## config.mk

```make
export PLATFORM = sky130hd
export DESIGN_NAME = md5_job_ctrl
export DESIGN_NICKNAME = d
export VERILOG_FILES = /design/src/rtl/md5_pkg.sv /design/src/rtl/md5_host_regs.sv /design/src/rtl/md5_job_ctrl.sv
export SDC_FILE = /design/constraint.sdc
export NUM_CORES = 2
export LEC_CHECK = 0
export CAP_MARGIN = 20
export CORE_AREA = 2 2 485 487
export CTS_CLUSTER_SIZE = 28
export DETAILED_ROUTE_END_ITERATION = 10
export DIE_AREA = 0 0 487 489
export PLACE_DENSITY_LB_ADDON = 0.25
export SLEW_MARGIN = 15
export SYNTH_ARGS = -nofsm -noshare
export SYNTH_HDL_FRONTEND = slang
export SYNTH_SLANG_ARGS = --single-unit
```

## constraint.sdc

```tcl
create_clock -name clk -period 4.3 [get_ports clk]
set_input_delay 1.29 -clock clk [delete_from_list [all_inputs] [get_ports clk]]
set_output_delay 1.29 -clock clk [all_outputs]
set_load 0.005 [all_outputs]
```

## src/rtl/md5_pkg.sv

```systemverilog
// md5_pkg: shared host address map, CTRL/STATUS bit indices and job FSM states
package md5_pkg;
  localparam logic [5:0] ADDR_START  = 6'h00;
  localparam logic [5:0] ADDR_HASH   = 6'h10;
  localparam logic [5:0] ADDR_CTRL   = 6'h14;
  localparam logic [5:0] ADDR_STATUS = 6'h15;
  localparam logic [5:0] ADDR_CYCLES = 6'h16;
  localparam logic [5:0] ADDR_RESULT = 6'h20;
  localparam int CTRL_START = 0;
  localparam int CTRL_ABORT = 1;
  localparam int ST_BUSY    = 0;
  localparam int ST_FOUND   = 1;
  localparam int ST_EXH     = 2;
  typedef enum logic [1:0] {IDLE, CLEAR, RUN, DONE} state_t;
endpackage

```

## src/rtl/md5_host_regs.sv

```systemverilog
// md5_host_regs: start/hash/result register file with registered read mux (host wr/rd, lock, result clr/cap, status/cycles in)
module md5_host_regs import md5_pkg::*; (
  input  logic         clk,
  input  logic         reset,
  input  logic         wr_en,
  input  logic [5:0]   wr_addr,
  input  logic [31:0]  wr_data,
  input  logic         lock,
  input  logic         clr,
  input  logic         cap,
  input  logic [511:0] result_str,
  input  logic [2:0]   status,
  input  logic [31:0]  cycles,
  input  logic [5:0]   rd_addr,
  output logic [31:0]  rd_data,
  output logic [511:0] start_str,
  output logic [127:0] hash
);
  logic [511:0] result;
  logic [31:0]  rd_next;
  logic         wr_ok;
  always_comb begin
    wr_ok   = wr_en && !lock;
    rd_next = rd_addr[5:4] == ADDR_START[5:4]  ? start_str[{rd_addr[3:0], 5'd0} +: 32] :
              rd_addr[5:4] == ADDR_RESULT[5:4] ? result[{rd_addr[3:0], 5'd0} +: 32] :
              rd_addr[5:2] == ADDR_HASH[5:2]   ? hash[{rd_addr[1:0], 5'd0} +: 32] :
              rd_addr == ADDR_STATUS           ? {29'd0, status} :
              rd_addr == ADDR_CYCLES           ? cycles : '0;
  end
  always_ff @(posedge clk) begin
    if (reset) begin
      start_str <= '0;
      hash      <= '0;
      result    <= '0;
      rd_data   <= '0;
    end else begin
      if (wr_ok && wr_addr[5:4] == ADDR_START[5:4]) start_str[{wr_addr[3:0], 5'd0} +: 32] <= wr_data;
      if (wr_ok && wr_addr[5:2] == ADDR_HASH[5:2]) hash[{wr_addr[1:0], 5'd0} +: 32] <= wr_data;
      if (clr) result <= '0;
      else if (cap) result <= result_str;
      rd_data <= rd_next;
    end
  end
endmodule

```

## src/rtl/md5_job_ctrl.sv

```systemverilog
// md5_job_ctrl: host-controlled MD5 brute-force job FSM (host bus, irq, engine ce/resets, start block, target digest, match/exhaust inputs)
module md5_job_ctrl import md5_pkg::*; #(
  parameter int CLR_CYCLES = 4
) (
  input  logic         clk,
  input  logic         reset,
  input  logic         wr_en,
  input  logic [5:0]   wr_addr,
  input  logic [31:0]  wr_data,
  input  logic [5:0]   rd_addr,
  output logic [31:0]  rd_data,
  output logic         irq,
  output logic         bf_ce,
  output logic         bf_reset,
  output logic         bf_reset_zero_string,
  output logic [511:0] start_str,
  output logic [31:0]  a_MD5_hash,
  output logic [31:0]  b_MD5_hash,
  output logic [31:0]  c_MD5_hash,
  output logic [31:0]  d_MD5_hash,
  input  logic         find_str,
  input  logic [511:0] result_str,
  input  logic         symbols_done
);
  localparam int CW = $clog2(CLR_CYCLES + 1);
  state_t       state;
  logic [CW-1:0] cnt;
  logic         to_idle, found, exhausted, busy, ctrl_wr, start, abort;
  logic [2:0]   status;
  logic [31:0]  cycles;
  logic [127:0] hash;
  always_comb begin
    busy             = state == CLEAR || state == RUN;
    ctrl_wr          = wr_en && wr_addr == ADDR_CTRL;
    start            = ctrl_wr && wr_data[CTRL_START] && !busy;
    abort            = ctrl_wr && wr_data[CTRL_ABORT] && state == RUN;
    status           = '0;
    status[ST_BUSY]  = busy;
    status[ST_FOUND] = found;
    status[ST_EXH]   = exhausted;
  end
  assign {d_MD5_hash, c_MD5_hash, b_MD5_hash, a_MD5_hash} = hash;
  md5_host_regs u_regs (
    .clk(clk), .reset(reset), .wr_en(wr_en), .wr_addr(wr_addr), .wr_data(wr_data),
    .lock(busy), .clr(start), .cap(state == RUN && find_str && !abort),
    .result_str(result_str), .status(status), .cycles(cycles),
    .rd_addr(rd_addr), .rd_data(rd_data), .start_str(start_str), .hash(hash)
  );
  // cnt counts down the engine-reset hold; it is also loaded on reset so the
  // engine stays in reset for CLR_CYCLES cycles after release while idle
  always_ff @(posedge clk) begin
    if (reset) begin
      state                <= IDLE;
      cnt                  <= CW'(CLR_CYCLES);
      to_idle              <= 1'b0;
      found                <= 1'b0;
      exhausted            <= 1'b0;
      cycles               <= '0;
      irq                  <= 1'b0;
      bf_ce                <= 1'b0;
      bf_reset             <= 1'b1;
      bf_reset_zero_string <= 1'b1;
    end else begin
      irq                  <= 1'b0;
      if (cnt != '0) cnt <= cnt - 1'b1;
      bf_reset             <= cnt > CW'(1);
      bf_reset_zero_string <= cnt > CW'(1);
      unique case (state)
        IDLE, DONE: if (start) begin
          state                <= CLEAR;
          cnt                  <= CW'(CLR_CYCLES);
          bf_reset             <= 1'b1;
          bf_reset_zero_string <= 1'b1;
          to_idle              <= 1'b0;
          found                <= 1'b0;
          exhausted            <= 1'b0;
          cycles               <= '0;
        end
        CLEAR: if (cnt == CW'(1)) begin
          state <= to_idle ? IDLE : RUN;
          bf_ce <= !to_idle;
        end
        RUN: begin
          if (cycles != '1) cycles <= cycles + 1'b1;
          if (abort) begin
            state                <= CLEAR;
            cnt                  <= CW'(CLR_CYCLES);
            bf_reset             <= 1'b1;
            bf_reset_zero_string <= 1'b1;
            to_idle              <= 1'b1;
            bf_ce                <= 1'b0;
          end else if (find_str || symbols_done) begin
            state     <= DONE;
            found     <= find_str;
            exhausted <= !find_str;
            bf_ce     <= 1'b0;
            irq       <= 1'b1;
          end
        end
      endcase
    end
  end
endmodule

```

==> impl_metrics.csv <==
group,metric,value,unit
run_status,outcome,"completed",
place,dp_slack,-0.2498,ns
cts,h-tree-depth,4,
global_routing,grt_pass1_vias,51668,
synthesis,synth_area,52510,um^2
routing,dr.pass1.iters,6,
cts,clk_path_buf_depth,3,
routing,wl_met1,121.7,mm
finish,layout_common_cells,"nand2_1, dfxtp_1, clkdlybuf4s50_1",
finish,drive_gt1_frac,0.1256,
synthesis,syn_avg_cell_area,8.480,um^2
place,portBuffers,1236,
critical_path,slowest_delay,0.64,ns
cts,cts.sinks,1227,
timing,finalHoldViolations,0,
synthesis,synthFlopType,"dfxtp_1",
synthesis,async_flop_share,0,
critical_path,end_kind,"flop",
timing,fmax,273.7,MHz
cts,post_cts_buffers,0,
place,dpl-instance-area,69960,um^2
global_routing,gr-usage-all-layers,0.2581,
routing,wl_met2,151.9,mm
global_routing,grt-ovfl-total,0,
critical_path,crit_path_start_kind,"input pin",
synthesis,synth-edff-count,0,
cts,cts-resized-gates,0,
timing,whs,0.4509,ns
timing,rsz0062_at_grt,"no",
routing,ant_nets,0,
critical_path,critPathBufInv,4,
floorplanning,io_pins,1237,
floorplanning,core_area,233600,um^2
pwr,p_leak,24.21,nW
routing,routed_wl,320.7,mm
finish,finalInstanceArea,75500,um^2
finish,fin_nets,7869,
synthesis,ys_ff_latch,1227,
routing,dr.first_iter.drc_count,4426,
timing,tns,0,ns
synthesis,synth_top_cell_by_area,"dfxtp_1",
routing,vias_per_cell,5.067,
floorplanning,die_w,487,um
routing,wire_per_inst,30.52,um
critical_path,cpMostUsedCell,"buf_4",
floorplanning,start_util,0.2248,
pwr,power_density,366.4,nW/um^2
global_routing,antenna_found_initial,49,
synthesis,synth_cell_type_count,63,
place,place_congestion,0.8907,
timing,finalCriticalPeriod,3.654,ns
job,maxCapViolCount,0,
timing,worst_slew_pin_slew,1.072,ns
critical_path,path_cells,"buf_8 > buf_4 > mux4_2 > mux2i_1 > buf_4 > nor2_1 > a2111oi_2 > buf_4 > nor4_1",
cts,path_clk_slew,0.05,ns
critical_path,critPathKind,"in -> reg",
timing,fin_ws,0.6460,ns
critical_path,required,4.94,ns
timing,fin_worst_skew,0.07492,ns
critical_path,crit_family,"buffers and inverters",
floorplanning,fp.dieArea,238100,um^2
floorplanning,die_y,489,um
routing,wl_met3,28.73,mm
timing,drv_slew,0,
global_routing,grt_max_degree,166,
synthesis,synth_area_leaders,"dfxtp_1, nand2_1, mux4_2",
synthesis,yosysSeqAreaShare,0.4678,
timing,post-route-period-util,0.8498,
synthesis,synth_warnings,0,
routing,drc_errors,0,
synthesis,syn_inst,6192,
cts,cts_tree,"done",
finish,mostFrequentLayoutCell,"nand2_1",
cts,hold_buffers,0,
global_routing,grt_first_pass_wirelength,432.1,mm
synthesis,syn_nets,6764,
cts,clk_latency,0.84,ns
floorplanning,rows,178,
critical_path,crit_path_max_fanout,17,
routing,vias,53238,
cts,cts_made_buffers,152,
cts,cts-root-buf,"clkbuf_16",
timing,setup_viol,0,
hold_path,hold_path.class,"reg -> reg",
place,dp_hpwl,242.1,mm
routing,maxUsedRoutingLayer,"met5",
synthesis,yosys.area.top_type_share,0.4678,
critical_path,cp_slowest_cell,"mux4_2",
critical_path,worst_ep_arrival_time,4.29,ns
finish,syn2layout_area_growth,43.78,%
timing,max_slew_margin,0.2830,
pwr,peakVddDrop,330.3,uV
## worst reg2reg max path, cell delays in order (launching register included)
cell and delay [ns]:
dfxtp_1 0.38, inv_1 0.06, ha_1 0.54, nand2_1 0.29, o32ai_1 0.59, nand4_1 0.37, buf_4 0.28, or3_1 0.30
a21oi_1 0.15
## stage by stage
stage | power (mW) | instances | util
detailed placement | 13.97 | 10198 | 0.2994
floorplan | 12.54 | 6192 | -
global route | 28.46 | 10492 | 0.3230
finish | 27.66 | 10506 | 0.3231
CTS | 27.92 | 10473 | 0.3225
global placement | 13.96 | 10193 | 0.2990
## cells in the mapped netlist (all sizes together), types with 4 or more instances
cell type,n
o21a,6
a221oi,30
and3,19
mux4,287
or2,4
mux2i,96
dfxtp,1227
nor4,25
a21oi,1153
nor3,65
a22oi,46
or4,16
nand2,2017
nand4,15
ha,11
nand2b,8
and4,7
nor3b,4
clkbuf,460
nor2,78
a2111oi,16
nor2b,6
o31ai,12
or3,20
nand3,323
and2,5
inv,12
buf,134
o21ai,40
## logic make-up after synthesis
| family | after synthesis | synth area share |
|---|---|---|
| mux | 384 | 0.1416 |
| simple gates | 2623 | 0.2049 |
| buf+inv | 608 | 0.04647 |
| xor+xnor | 6 | 0.001001 |
| fa+ha+maj | 11 | 0.002621 |
| compound gates | 1333 | 0.1356 |
| flops | 1227 | 0.4678 |
## final timing paths
| path | cells after the start | slack [ns] | end | start |
|---|---|---|---|---|
| setup reg to reg | 8 | 1.26 | cycles[30] | state[0] |
| hold reg to reg | 2 | 0.45 | u_regs.result[70] | u_regs.result[70] |
| setup / recovery | 9 | 0.65 | u_regs.rd_data[9] | rd_addr[0] |
| hold / removal | 2 | 0.45 | u_regs.result[70] | u_regs.result[70] |
## flip-flops by register name, indices dropped and copies added (netlist names), 2 cells and up
name              flops
u_regs.result       512
u_regs.start_str    512
u_regs.hash         128
cycles               32
u_regs.rd_data       32
cnt                   3
state                 2
## cell type report
type	instances	area (um^2)
Antenna cell	28	70.07
Clock buffer	206	4278
Clock inverter	69	1109
Fill cell	24299	158100
Inverter	14	52.55
Multi-Input combinational cell	4357	25860
Sequential cell	1227	24560
Tap cell	3060	3829
Timing Repair Buffer	1545	15730
## layer usage
layer  vias to the layer above  track usage
met3                       542      0.07251
met4                        22       0.1284
li1                      23603            -
met2                      2643       0.4324
met5                         -            0
met1                     26428       0.3016
## power by group
group	internal [mW]	total, mW	switching, mW
clock network	8.16	13.9	5.77
registers	11.4	11.5	0.0467
logic	0.950	2.26	1.31
Power figures use the tool's default switching activity.
